$ cat src/rtl/snake_engine.sv
// snake_engine: game-logic core for a snake on a GRID_W x GRID_H board.
// Holds the body as MAX_LEN position slots (slot 0 = head), moves one cell per
// step pulse, handles turn keys, food growth, wrap or wall death and self-collision.
//
// Ports:
//   sys_clk      - clock
//   sys_reset_n  - asynchronous reset, ACTIVE HIGH despite the name
//   step         - one-cycle move tick
//   po_data      - key code; sel = po_data[3:0] (4'b0100 = CCW turn, 4'b1000 = CW turn)
//   start        - leave IDLE or DIE (re-initialises the snake)
//   food_pos     - food cell, row*GRID_W+col
//   food_valid   - food_pos is meaningful
//   snake_body   - slot k at [(MAX_LEN-k)*POS_W-1 -: POS_W], head in the MSBs
//   snake_len    - current length
//   dir          - 0=UP 1=DOWN 2=LEFT 3=RIGHT
//   alive        - high while running
//   ate          - one-cycle pulse after a step that consumed food
//   died         - one-cycle pulse on entry to DIE
module snake_engine #(
    parameter int unsigned GRID_W   = 8,
    parameter int unsigned GRID_H   = 8,
    parameter int unsigned MAX_LEN  = 16,
    parameter int unsigned INIT_LEN = 4,
    parameter int unsigned WRAP     = 1,
    localparam int unsigned POS_W   = $clog2(GRID_W * GRID_H),
    localparam int unsigned LEN_W   = $clog2(MAX_LEN + 1)
) (
    input  logic                     sys_clk,
    input  logic                     sys_reset_n,
    input  logic                     step,
    input  logic [7:0]               po_data,
    input  logic                     start,
    input  logic [POS_W-1:0]         food_pos,
    input  logic                     food_valid,
    output logic [MAX_LEN*POS_W-1:0] snake_body,
    output logic [LEN_W-1:0]         snake_len,
    output logic [1:0]               dir,
    output logic                     alive,
    output logic                     ate,
    output logic                     died
);

    localparam int unsigned INIT_HEAD = (GRID_H - 3) * GRID_W + (GRID_W - INIT_LEN);

    localparam logic [POS_W-1:0] GW     = POS_W'(GRID_W);
    localparam logic [POS_W-1:0] GH     = POS_W'(GRID_H);
    localparam logic [POS_W-1:0] ONE_P  = POS_W'(1);
    localparam logic [LEN_W-1:0] ONE_L  = LEN_W'(1);
    localparam logic [LEN_W-1:0] LEN_MX = LEN_W'(MAX_LEN);
    localparam logic [LEN_W-1:0] LEN_IN = LEN_W'(INIT_LEN);

    localparam logic [1:0] D_UP    = 2'd0;
    localparam logic [1:0] D_DOWN  = 2'd1;
    localparam logic [1:0] D_LEFT  = 2'd2;
    localparam logic [1:0] D_RIGHT = 2'd3;

    typedef enum logic [1:0] {S_IDLE = 2'd0, S_RUN = 2'd1, S_DIE = 2'd2} state_t;
    typedef enum logic [1:0] {T_NONE = 2'd0, T_CCW = 2'd1, T_CW = 2'd2} turn_t;

    state_t           state_q, state_n;
    logic [POS_W-1:0] body_q [MAX_LEN];
    logic [POS_W-1:0] body_n [MAX_LEN];
    logic [LEN_W-1:0] len_q, len_n;
    logic [1:0]       dir_q, dir_n;
    turn_t            pend_q, pend_n;
    logic             alive_q, ate_q, ate_n, died_q, died_n;

    turn_t            key_turn, eff_turn;
    logic [1:0]       step_dir;
    logic [POS_W-1:0] head_row, head_col, new_row, new_col, new_head;
    logic             off_grid, grow, grow_len, hit;
    int unsigned      len_u, new_len_u;

    // Upper key bits carry no meaning for this block.
    logic unused_key_hi;
    assign unused_key_hi = ^po_data[7:4];

    // Initial body: horizontal run starting at INIT_HEAD, empty slots read as 0.
    function automatic logic [POS_W-1:0] init_slot(input int unsigned k);
        return (k < INIT_LEN) ? POS_W'(INIT_HEAD + k) : '0;
    endfunction

    function automatic logic [1:0] turn_dir(input logic [1:0] d, input turn_t t);
        logic [1:0] r;
        r = d;
        case (t)
            T_CCW: begin
                case (d)
                    D_UP:    r = D_LEFT;
                    D_LEFT:  r = D_DOWN;
                    D_DOWN:  r = D_RIGHT;
                    default: r = D_UP;
                endcase
            end
            T_CW: begin
                case (d)
                    D_UP:    r = D_RIGHT;
                    D_RIGHT: r = D_DOWN;
                    D_DOWN:  r = D_LEFT;
                    default: r = D_UP;
                endcase
            end
            default: r = d;
        endcase
        return r;
    endfunction

    // Next-state / next-value logic.
    always_comb begin
        state_n = state_q;
        body_n  = body_q;
        len_n   = len_q;
        dir_n   = dir_q;
        pend_n  = pend_q;
        ate_n   = 1'b0;
        died_n  = 1'b0;

        key_turn = T_NONE;
        if (po_data[3:0] == 4'b0100) begin
            key_turn = T_CCW;
        end else if (po_data[3:0] == 4'b1000) begin
            key_turn = T_CW;
        end
        // A key in the step cycle is newer than any pending one.
        eff_turn = (key_turn != T_NONE) ? key_turn : pend_q;
        step_dir = turn_dir(dir_q, eff_turn);

        head_row = body_q[0] / GW;
        head_col = body_q[0] % GW;
        new_row  = head_row;
        new_col  = head_col;
        off_grid = 1'b0;
        case (step_dir)
            D_UP: begin
                if (head_row == '0) begin
                    off_grid = 1'b1;
                    new_row  = GH - ONE_P;
                end else begin
                    new_row = head_row - ONE_P;
                end
            end
            D_DOWN: begin
                if (head_row == GH - ONE_P) begin
                    off_grid = 1'b1;
                    new_row  = '0;
                end else begin
                    new_row = head_row + ONE_P;
                end
            end
            D_LEFT: begin
                if (head_col == '0) begin
                    off_grid = 1'b1;
                    new_col  = GW - ONE_P;
                end else begin
                    new_col = head_col - ONE_P;
                end
            end
            default: begin
                if (head_col == GW - ONE_P) begin
                    off_grid = 1'b1;
                    new_col  = '0;
                end else begin
                    new_col = head_col + ONE_P;
                end
            end
        endcase
        new_head = new_row * GW + new_col;

        grow     = food_valid && (new_head == food_pos);
        grow_len = grow && (len_q < LEN_MX);
        len_u    = 32'(len_q);

        // The tail slot vacates on a plain move, but stays occupied when the snake grows.
        hit = 1'b0;
        for (int unsigned k = 0; k < MAX_LEN; k++) begin
            if ((body_q[k] == new_head) &&
                ((k + 32'd2 <= len_u) || (grow_len && (k + 32'd1 == len_u)))) begin
                hit = 1'b1;
            end
        end

        new_len_u = grow_len ? len_u + 32'd1 : len_u;

        case (state_q)
            S_IDLE, S_DIE: begin
                if (start) begin
                    state_n = S_RUN;
                    for (int unsigned k = 0; k < MAX_LEN; k++) begin
                        body_n[k] = init_slot(k);
                    end
                    len_n  = LEN_IN;
                    dir_n  = D_LEFT;
                    pend_n = T_NONE;
                end
            end
            S_RUN: begin
                if (key_turn != T_NONE) begin
                    pend_n = key_turn;
                end
                if (step) begin
                    pend_n = T_NONE;
                    if (off_grid && (WRAP == 0)) begin
                        state_n = S_DIE;
                        died_n  = 1'b1;
                    end else begin
                        dir_n = step_dir;
                        if (hit) begin
                            state_n = S_DIE;
                            died_n  = 1'b1;
                        end else begin
                            body_n[0] = new_head;
                            for (int unsigned k = 1; k < MAX_LEN; k++) begin
                                body_n[k] = (k < new_len_u) ? body_q[k-1] : '0;
                            end
                            len_n = grow_len ? len_q + ONE_L : len_q;
                            ate_n = grow;
                        end
                    end
                end
            end
            default: state_n = S_IDLE;
        endcase
    end

    // State and output registers.
    always_ff @(posedge sys_clk or posedge sys_reset_n) begin
        if (sys_reset_n) begin
            state_q <= S_IDLE;
            for (int unsigned k = 0; k < MAX_LEN; k++) begin
                body_q[k] <= init_slot(k);
            end
            len_q   <= LEN_IN;
            dir_q   <= D_LEFT;
            pend_q  <= T_NONE;
            alive_q <= 1'b0;
            ate_q   <= 1'b0;
            died_q  <= 1'b0;
        end else begin
            state_q <= state_n;
            body_q  <= body_n;
            len_q   <= len_n;
            dir_q   <= dir_n;
            pend_q  <= pend_n;
            alive_q <= (state_n == S_RUN);
            ate_q   <= ate_n;
            died_q  <= died_n;
        end
    end

    for (genvar g = 0; g < MAX_LEN; g++) begin : g_pack
        assign snake_body[(MAX_LEN-g)*POS_W-1 -: POS_W] = body_q[g];
    end

    assign snake_len = len_q;
    assign dir       = dir_q;
    assign alive     = alive_q;
    assign ate       = ate_q;
    assign died      = died_q;

endmodule

$ cat config.mk
export PLATFORM = sky130hd
export DESIGN_NAME = snake_engine
export DESIGN_NICKNAME = d
export VERILOG_FILES = /design/src/rtl/snake_engine.sv
export SDC_FILE = /design/constraint.sdc
export NUM_CORES = 1
export LEC_CHECK = 0
export BUFFER_PORTS_ARGS = -buffer_cell sky130_fd_sc_hd__buf_4
export CAP_MARGIN = 20
export CORE_UTILIZATION = 35
export CTS_BUF_LIST = sky130_fd_sc_hd__clkbuf_8
export CTS_CLUSTER_SIZE = 16
export DETAILED_ROUTE_END_ITERATION = 16
export GPL_ROUTABILITY_DRIVEN = 0
export PLACE_DENSITY = 0.61
export SLEW_MARGIN = 20
export SYNTH_ARGS = -nofsm -noshare
export SYNTH_HDL_FRONTEND = slang
export SYNTH_SLANG_ARGS = --single-unit
$ cat constraint.sdc
create_clock -name sys_clk -period 6.7 [get_ports sys_clk]
set_input_delay 1.34 -clock sys_clk [delete_from_list [all_inputs] [get_ports sys_clk]]
set_output_delay 1.34 -clock sys_clk [all_outputs]
set_load 0.1 [all_outputs]
# Word level (Yosys, flattened, before mapping)
# Index checks and enable logic that the tools add are counted.
# totals
regBits	110
word_cells	245
# classes
n_lt_le_gt_ge	32
add_sub_neg	7
eq_ne	51
n_reduce_logical	63
n_mux	69
# ops
cell	n
96-bit two-way mux	3
96-bit one-hot mux with 2 select lines	1
6-bit == test	17
6-bit two-way mux	17
4-bit by 6-bit < comparator with 1-bit output (first input constant)	8
4-bit by 5-bit == test with 1-bit output (first input constant)	8
4-bit by 5-bit less-or-equal comparator with 1-bit output (first input constant)	8
1-bit logical AND	34
3-bit by 6-bit < comparator with 1-bit output (first input constant)	4
1-bit two-way mux	22
3-bit by 5-bit == test with 1-bit output (first input constant)	4
3-bit by 5-bit less-or-equal comparator with 1-bit output (first input constant)	4
2-bit two-way mux	10
5-bit two-way mux	4
1-bit logical OR	16
2-bit one-hot mux with 2 select lines	4
6-bit logical NOT	2
2-bit by 6-bit < comparator with 1-bit output (first input constant)	2
2-bit one-hot mux with 3 select lines	2
6-bit one-hot mux with 2 select lines	1
2-bit by 1-bit == test with 1-bit output (second input constant)	5
2-bit == test (second input constant)	5
2-bit by 5-bit == test with 1-bit output (first input constant)	2
2-bit by 5-bit less-or-equal comparator with 1-bit output (first input constant)	2
other kinds (27)	37

# Longest topological paths before layout
# logic_depth
depth_word	37
depth_mapped	29
mapped_depth_nobuf	23

# Worst setup path before layout
# Ideal clock, no wire load.
# synth_path
path_kind	input to register
from	in po_data[1]
to	reg body_q (netlist bit snake_body[91])
arrival_ns	7.049
required_ns	6.573
n_path_buf	8
setup_slack_ns	-0.477
path_stages	28
path_cell_list	nor2_1 -> a21oi_1 -> o21ai_0 -> inv_1 -> ha_1 -> clkbuf_1 -> inv_2 -> o221ai_1 -> nand2_1 -> clkbuf_1 -> clkbuf_1 -> o21ai_0 -> nand2_1 -> ha_1 -> fa_1 -> clkbuf_1 -> clkbuf_1 -> buf_1 -> xnor2_1 -> xnor2_1 -> a21boi_0 -> a221o_1 -> nor4b_1 -> nand4_1 -> or2_1 -> buf_6 -> buf_6 -> mux2_1
# synth_between
elab_chain_cells	35
word_cells_on_any_way	104
classes_between	add/sub: 1; eq/ne: 24; mux: 25; reduce/logical: 54
# synth_lines
element	line_no	source
from (decl)	31	input logic [7:0] po_data,
4-bit == test	121	end else if (po_data[3:0] == 4'b1000) begin
2-bit two-way mux	121	
2-bit two-way mux (*)	119	if (po_data[3:0] == 4'b0100) begin
2-bit nonzero test	125	eff_turn = (key_turn != T_NONE) ? key_turn : pend_q;
2-bit two-way mux (*)	n/a	
2-bit == test / 2-bit by 1-bit == test with 1-bit output (equally long branches)	86	case (t)
2-bit one-hot mux with 2 select lines (*)	86	
2-bit by 1-bit == test with 1-bit output / 2-bit logical NOT (equally long branches)	133	case (step_dir)
(+4 left out)	n/a	
1-bit logical AND	169	grow = food_valid && (new_head == food_pos);
1-bit logical AND	170	grow_len = grow && (len_q < LEN_MX);
1-bit logical AND	177	((k + 32'd2 <= len_u) || (grow_len && (k + 32'd1 == len_u)))) begin
1-bit logical OR	177	
1-bit logical AND	176	if ((body_q[k] == new_head) &&
1-bit two-way mux (16 in series)	176	
2-bit inequality test (no line)	n/a	
4-bit AND reduction (no line)	n/a	
to (signal, indexed assignment)	230	body_q[k] <= init_slot(k);
to (signal assigned)	240	body_q <= body_n;
to (decl)	61	logic [POS_W-1:0] body_q [MAX_LEN];
# Mark *: on every way between the ends. The rest lies on a longest branch, timed or not. The select of a mux whose other input is x is not followed.
# A chain may end at the register's enable or synchronous reset.

# Worst setup path in the final report
# layout_path
from	in po_data[1]
to	reg len_q[3], in the netlist snake_len[3]
# layout_between
elab_chain_cells	35
word_cells_on_any_way	102
classes_between	add/sub: 1; eq/ne: 25; mux: 22; reduce/logical: 54
# layout_lines
element	line_no	source
4-bit == test	121	
2-bit two-way mux	121	
2-bit two-way mux (*)	119	
2-bit nonzero test	125	
2-bit two-way mux (*)	n/a	
2-bit == test / 2-bit by 1-bit == test with 1-bit output (equally long branches)	86	
2-bit one-hot mux with 2 select lines (*)	86	
2-bit by 1-bit == test with 1-bit output / 2-bit logical NOT (equally long branches)	133	
(+4 left out)	n/a	
1-bit logical AND	169	
1-bit logical AND	170	
1-bit logical AND	177	
1-bit logical OR	177	
1-bit logical AND	176	
1-bit two-way mux (16 in series)	176	
2-bit inequality test (no line)	n/a	
5-bit AND reduction (no line) (*)	n/a	
to (signal assigned)	241	len_q <= len_n;
to (decl)	63	logic [LEN_W-1:0] len_q, len_n;
# Mark *: on every way between the ends. The rest lies on a longest branch, timed or not.

==> flow_summary.yaml <==
sta:
  fmax_mhz: 156.5
  rsz0062_at_grt: "no"
  whs_ns: 0.5014
  fin_ws_ns: 0.3107
  setup_tns_ns: 0
  max_slew_margin: 0.2987
  min_period_over_period: 0.9536
  finalSetupViolCount: 0
  maxSlewViolCount: 0
  hold_viol_final: 0
  tightestPinTransition_ns: 1.052
  fin_skew_ns: 0.01866
  post-route-min-period_ns: 6.389
floorplan:
  dieArea_um2: 24550
  num_rows: 56
  die_w_um: 156.7
  ioPinCount: 125
  core_region_area_um2: 23470
  die_h_um: 156.7
  initial_core_util: 0.3567
routing:
  drt.antenna.violating_nets: 0
  drtPass1Iterations: 5
  drtIter0Drc: 692
  wire_per_inst_um: 20.67
  routed-via-count: 8250
  drc: 0
  viasPerCell: 5.631
  wl_um: 30280
worst_setup_path:
  max_stage_delay_ns: 0.57
  start_kind: "primary input"
  cp_max_fo: 19
  cp_num_buf_inv: 4
  crit_family: "simple AND/OR/NAND/NOR gates"
  critPathKind: "in -> reg"
  slowest_stage: "or4_1"
  worstRegToRegCells: 19
  crit_arrival_ns: 6.69
  end_kind: "register"
  path_cells: "buf_4, nor2_1, a21oi_1, o21ai_1, buf_4, ha_1, mux2_2, o21ai_1, or4_1, a21oi_1, ha_1, fa_1, buf_12, xor2_1, nor2_1, and3_1, and4b_1, or4_1, a32oi_1, nand4_1, or2_4, buf_12, a311o_1"
  worstPathRequired_ns: 7.00
  path_depth: 23
synth:
  synth_top_area_share: 0.2750
  synth_area_leader_cell: "dfrtp_1"
  synthFlopType: "dfrtp_1"
  async_flop_share: 1.000
  avgSynthCellArea_um2: 8.553
  synth_xor_area_frac: 0.1191
  synthSimpleGateAreaFrac: 0.2011
  ys_top_cells_by_count: "193 x nand2_1, 99 x mux2i_1, 92 x dfrtp_1, 54 x nor2_1, 54 x xnor2_1"
  synth_edf_count: 0
  syn_nets: 1017
  synth.mux.area_fraction: 0.1281
  syn-instance-count: 979
  synth-compound-area-share: 0.1455
  synth-seq-cells: 110
  synth_top_family_by_area: "simple AND/OR/NAND/NOR gates"
  ys_types: 80
  synth.most_common_cell: "nand2_1"
  yosys-top-cells-area: "dfrtp_1 27%, mux2i_1 12%, nand2_1 8.7%, dfstp_2 5.6%, xnor2_1 5.6%"
  ys_seq_area_frac: 0.3314
  synth_fa_ha_area_frac: 0.02929
  yosys_warnings: 0
  synth_area_um2: 8373
global_route:
  grt_usage: 0.2539
  grt_pass1_wl_um: 46850
  antenna_found_initial: 0
  grt_pass1_vias: 7938
  grt_max_degree: 91
  grt_overflow: 0
power:
  seqPwrFrac: 0.178
  power_frac_clock: 0.073
  ir_drop_mv: 0.4640
  pwr-share-comb: 0.749
  p_per_area_nw_per_um2: 548.2
  internal_power_w: 0.002564
  switching_share: 0.5505
  p_leak_nw: 4.896
  switchingPower_w: 0.003140
cts:
  clockBufferDepth: 2
  cts_sinks: 110
  clk-insertion-delay-late_ns: 0.40
  cts_setup_buffers: 0
  clk_pin_slew_ns: 0.11
  cts_resized: 0
  cts_hold_buffers: 0
  cts-root-buf: "clkbuf_8"
  cts_htree_levels: 3
  numCtsBuffers: 9
  cts_tree: "yes"
layout:
  drive_gt1_frac: 0.2339
  nets: 1179
  fin_area_um2: 10410
  area_delta_synth_final_pct: 24.27
  antenna_cells: 0
placed_design:
  place.port_buffers: 120
  place_ws_ns: -0.1853
  dp_hpwl_um: 22550
  placed_cell_area_um2: 10200
run_status:
  status: "finished, final reports clean"
min_path:
  hp-class: "reg -> reg"
  hold_depth: 2
job:
  cap_violations: 0
metal layers:
metal / track usage / share of wire / up-vias
met4: 0.1461 / 0.055 / 0
met1: 0.3384 / 0.43 / 4005
met2: 0.3878 / 0.44 / 373
met3: 0.04209 / 0.068 / 83
met5: 0 / 0 / -
li1: - / - / 3789
power groups by stage:
stage / Combinational (W) / Clock (W) / Sequential, W
after floorplan: 0.00226 / 0 / 0.00159
after detailed placement: 0.00420 / 0 / 0.00102
after global routing: 0.00453 / 0.000451 / 0.00103
after CTS: 0.00422 / 0.000420 / 0.00101
after global placement: 0.00418 / 0 / 0.00102
final: 0.00427 / 0.000416 / 0.00102
registers in the layout, indices dropped and copies added, names as in the netlist:
register and count:
alive 1, ate 1, died 1, dir 2
pend_q 2, snake_body 96, snake_len 5, state_q 2
final cells by class:
type,instances,area (µm²)
Fill cell,2350,13070
Multi-Input combinational cell,779,5238
Timing Repair Buffer,215,1702
Sequential cell,110,2775
Clock inverter,7,67.56
Clock buffer,9,123.9
Inverter,26,100.1
Tap cell,319,399.1
stage by stage:
stage	power (W)	instances	util
2_1_floorplan	0.003845	979	-
3_3_place_gp	0.005200	1449	0.4348
3_5_place_dp	0.005225	1449	0.4348
4_1_cts	0.005652	1465	0.4429
5_1_grt	0.006014	1465	0.4433
6_report	0.005704	1465	0.4433
worst reg2reg max path, stage by stage, from the launching register on:
cell,delay (ns)
dfrtp_1,0.46
buf_4,0.27
inv_1,0.20
ha_1,0.28
or4_1,0.57
nand2b_1,0.22
a21oi_1,0.16
ha_1,0.19
fa_1,0.49
buf_12,0.19
xor2_1,0.15
nor2_1,0.06
and3_1,0.21
and4b_1,0.21
or4_1,0.57
a32oi_1,0.32
nand4_1,0.19
or2_4,0.38
buf_12,0.21
a311o_1,0.32
worst paths after layout:
path                                               to  slack (ns)                        from
setup / recovery             snake_len[3]$_DFFE_PP0P_        0.31                  po_data[1]
hold / removal             snake_body[75]$_DFFE_PP1P_        0.50  snake_body[81]$_DFFE_PP1P_
setup reg to reg             snake_len[3]$_DFFE_PP0P_        0.96  snake_body[91]$_DFFE_PP0P_
hold reg to reg            snake_body[75]$_DFFE_PP1P_        0.50  snake_body[81]$_DFFE_PP1P_
max in group asynchronous  snake_body[48]$_DFFE_PP0P_        4.45                 sys_reset_n
min in group asynchronous  snake_body[39]$_DFFE_PP0P_        1.10                 sys_reset_n
kinds of logic (layout without fill, tap and decap cells):
family,count (synthesis),count (layout)
simple gates,369,369
compound gates,179,179
flops,110,110
xor+xnor,106,106
mux,106,106
buf+inv,90,257
fa+ha+maj,19,19
layout by cell type, fill, tap and decap left out, types with 7 or more instances in the layout:
| master | synthesis | final |
|---|---|---|
| nand3_1 | 19 | 19 |
| buf_4 | 1 | 208 |
| xnor2_1 | 54 | 54 |
| nor3_1 | 29 | 29 |
| nand2_1 | 193 | 193 |
| dfstp_2 | 18 | 18 |
| a21oi_1 | 34 | 34 |
| nor2_1 | 54 | 53 |
| nand2b_1 | 10 | 9 |
| o21ai_1 | 6 | 8 |
| ha_1 | 18 | 18 |
| buf_12 | 0 | 7 |
| xor2_1 | 47 | 47 |
| mux2i_1 | 99 | 99 |
| o211ai_1 | 22 | 22 |
| o31ai_1 | 7 | 7 |
| nor4_1 | 8 | 8 |
| nand4_1 | 11 | 11 |
| dfrtp_1 | 92 | 92 |
| a211oi_1 | 9 | 8 |
| clkbuf_8 | 0 | 9 |
| inv_1 | 23 | 24 |
| o21ai_0 | 37 | 35 |
Note: power is estimated with default switching activity, not from simulation.
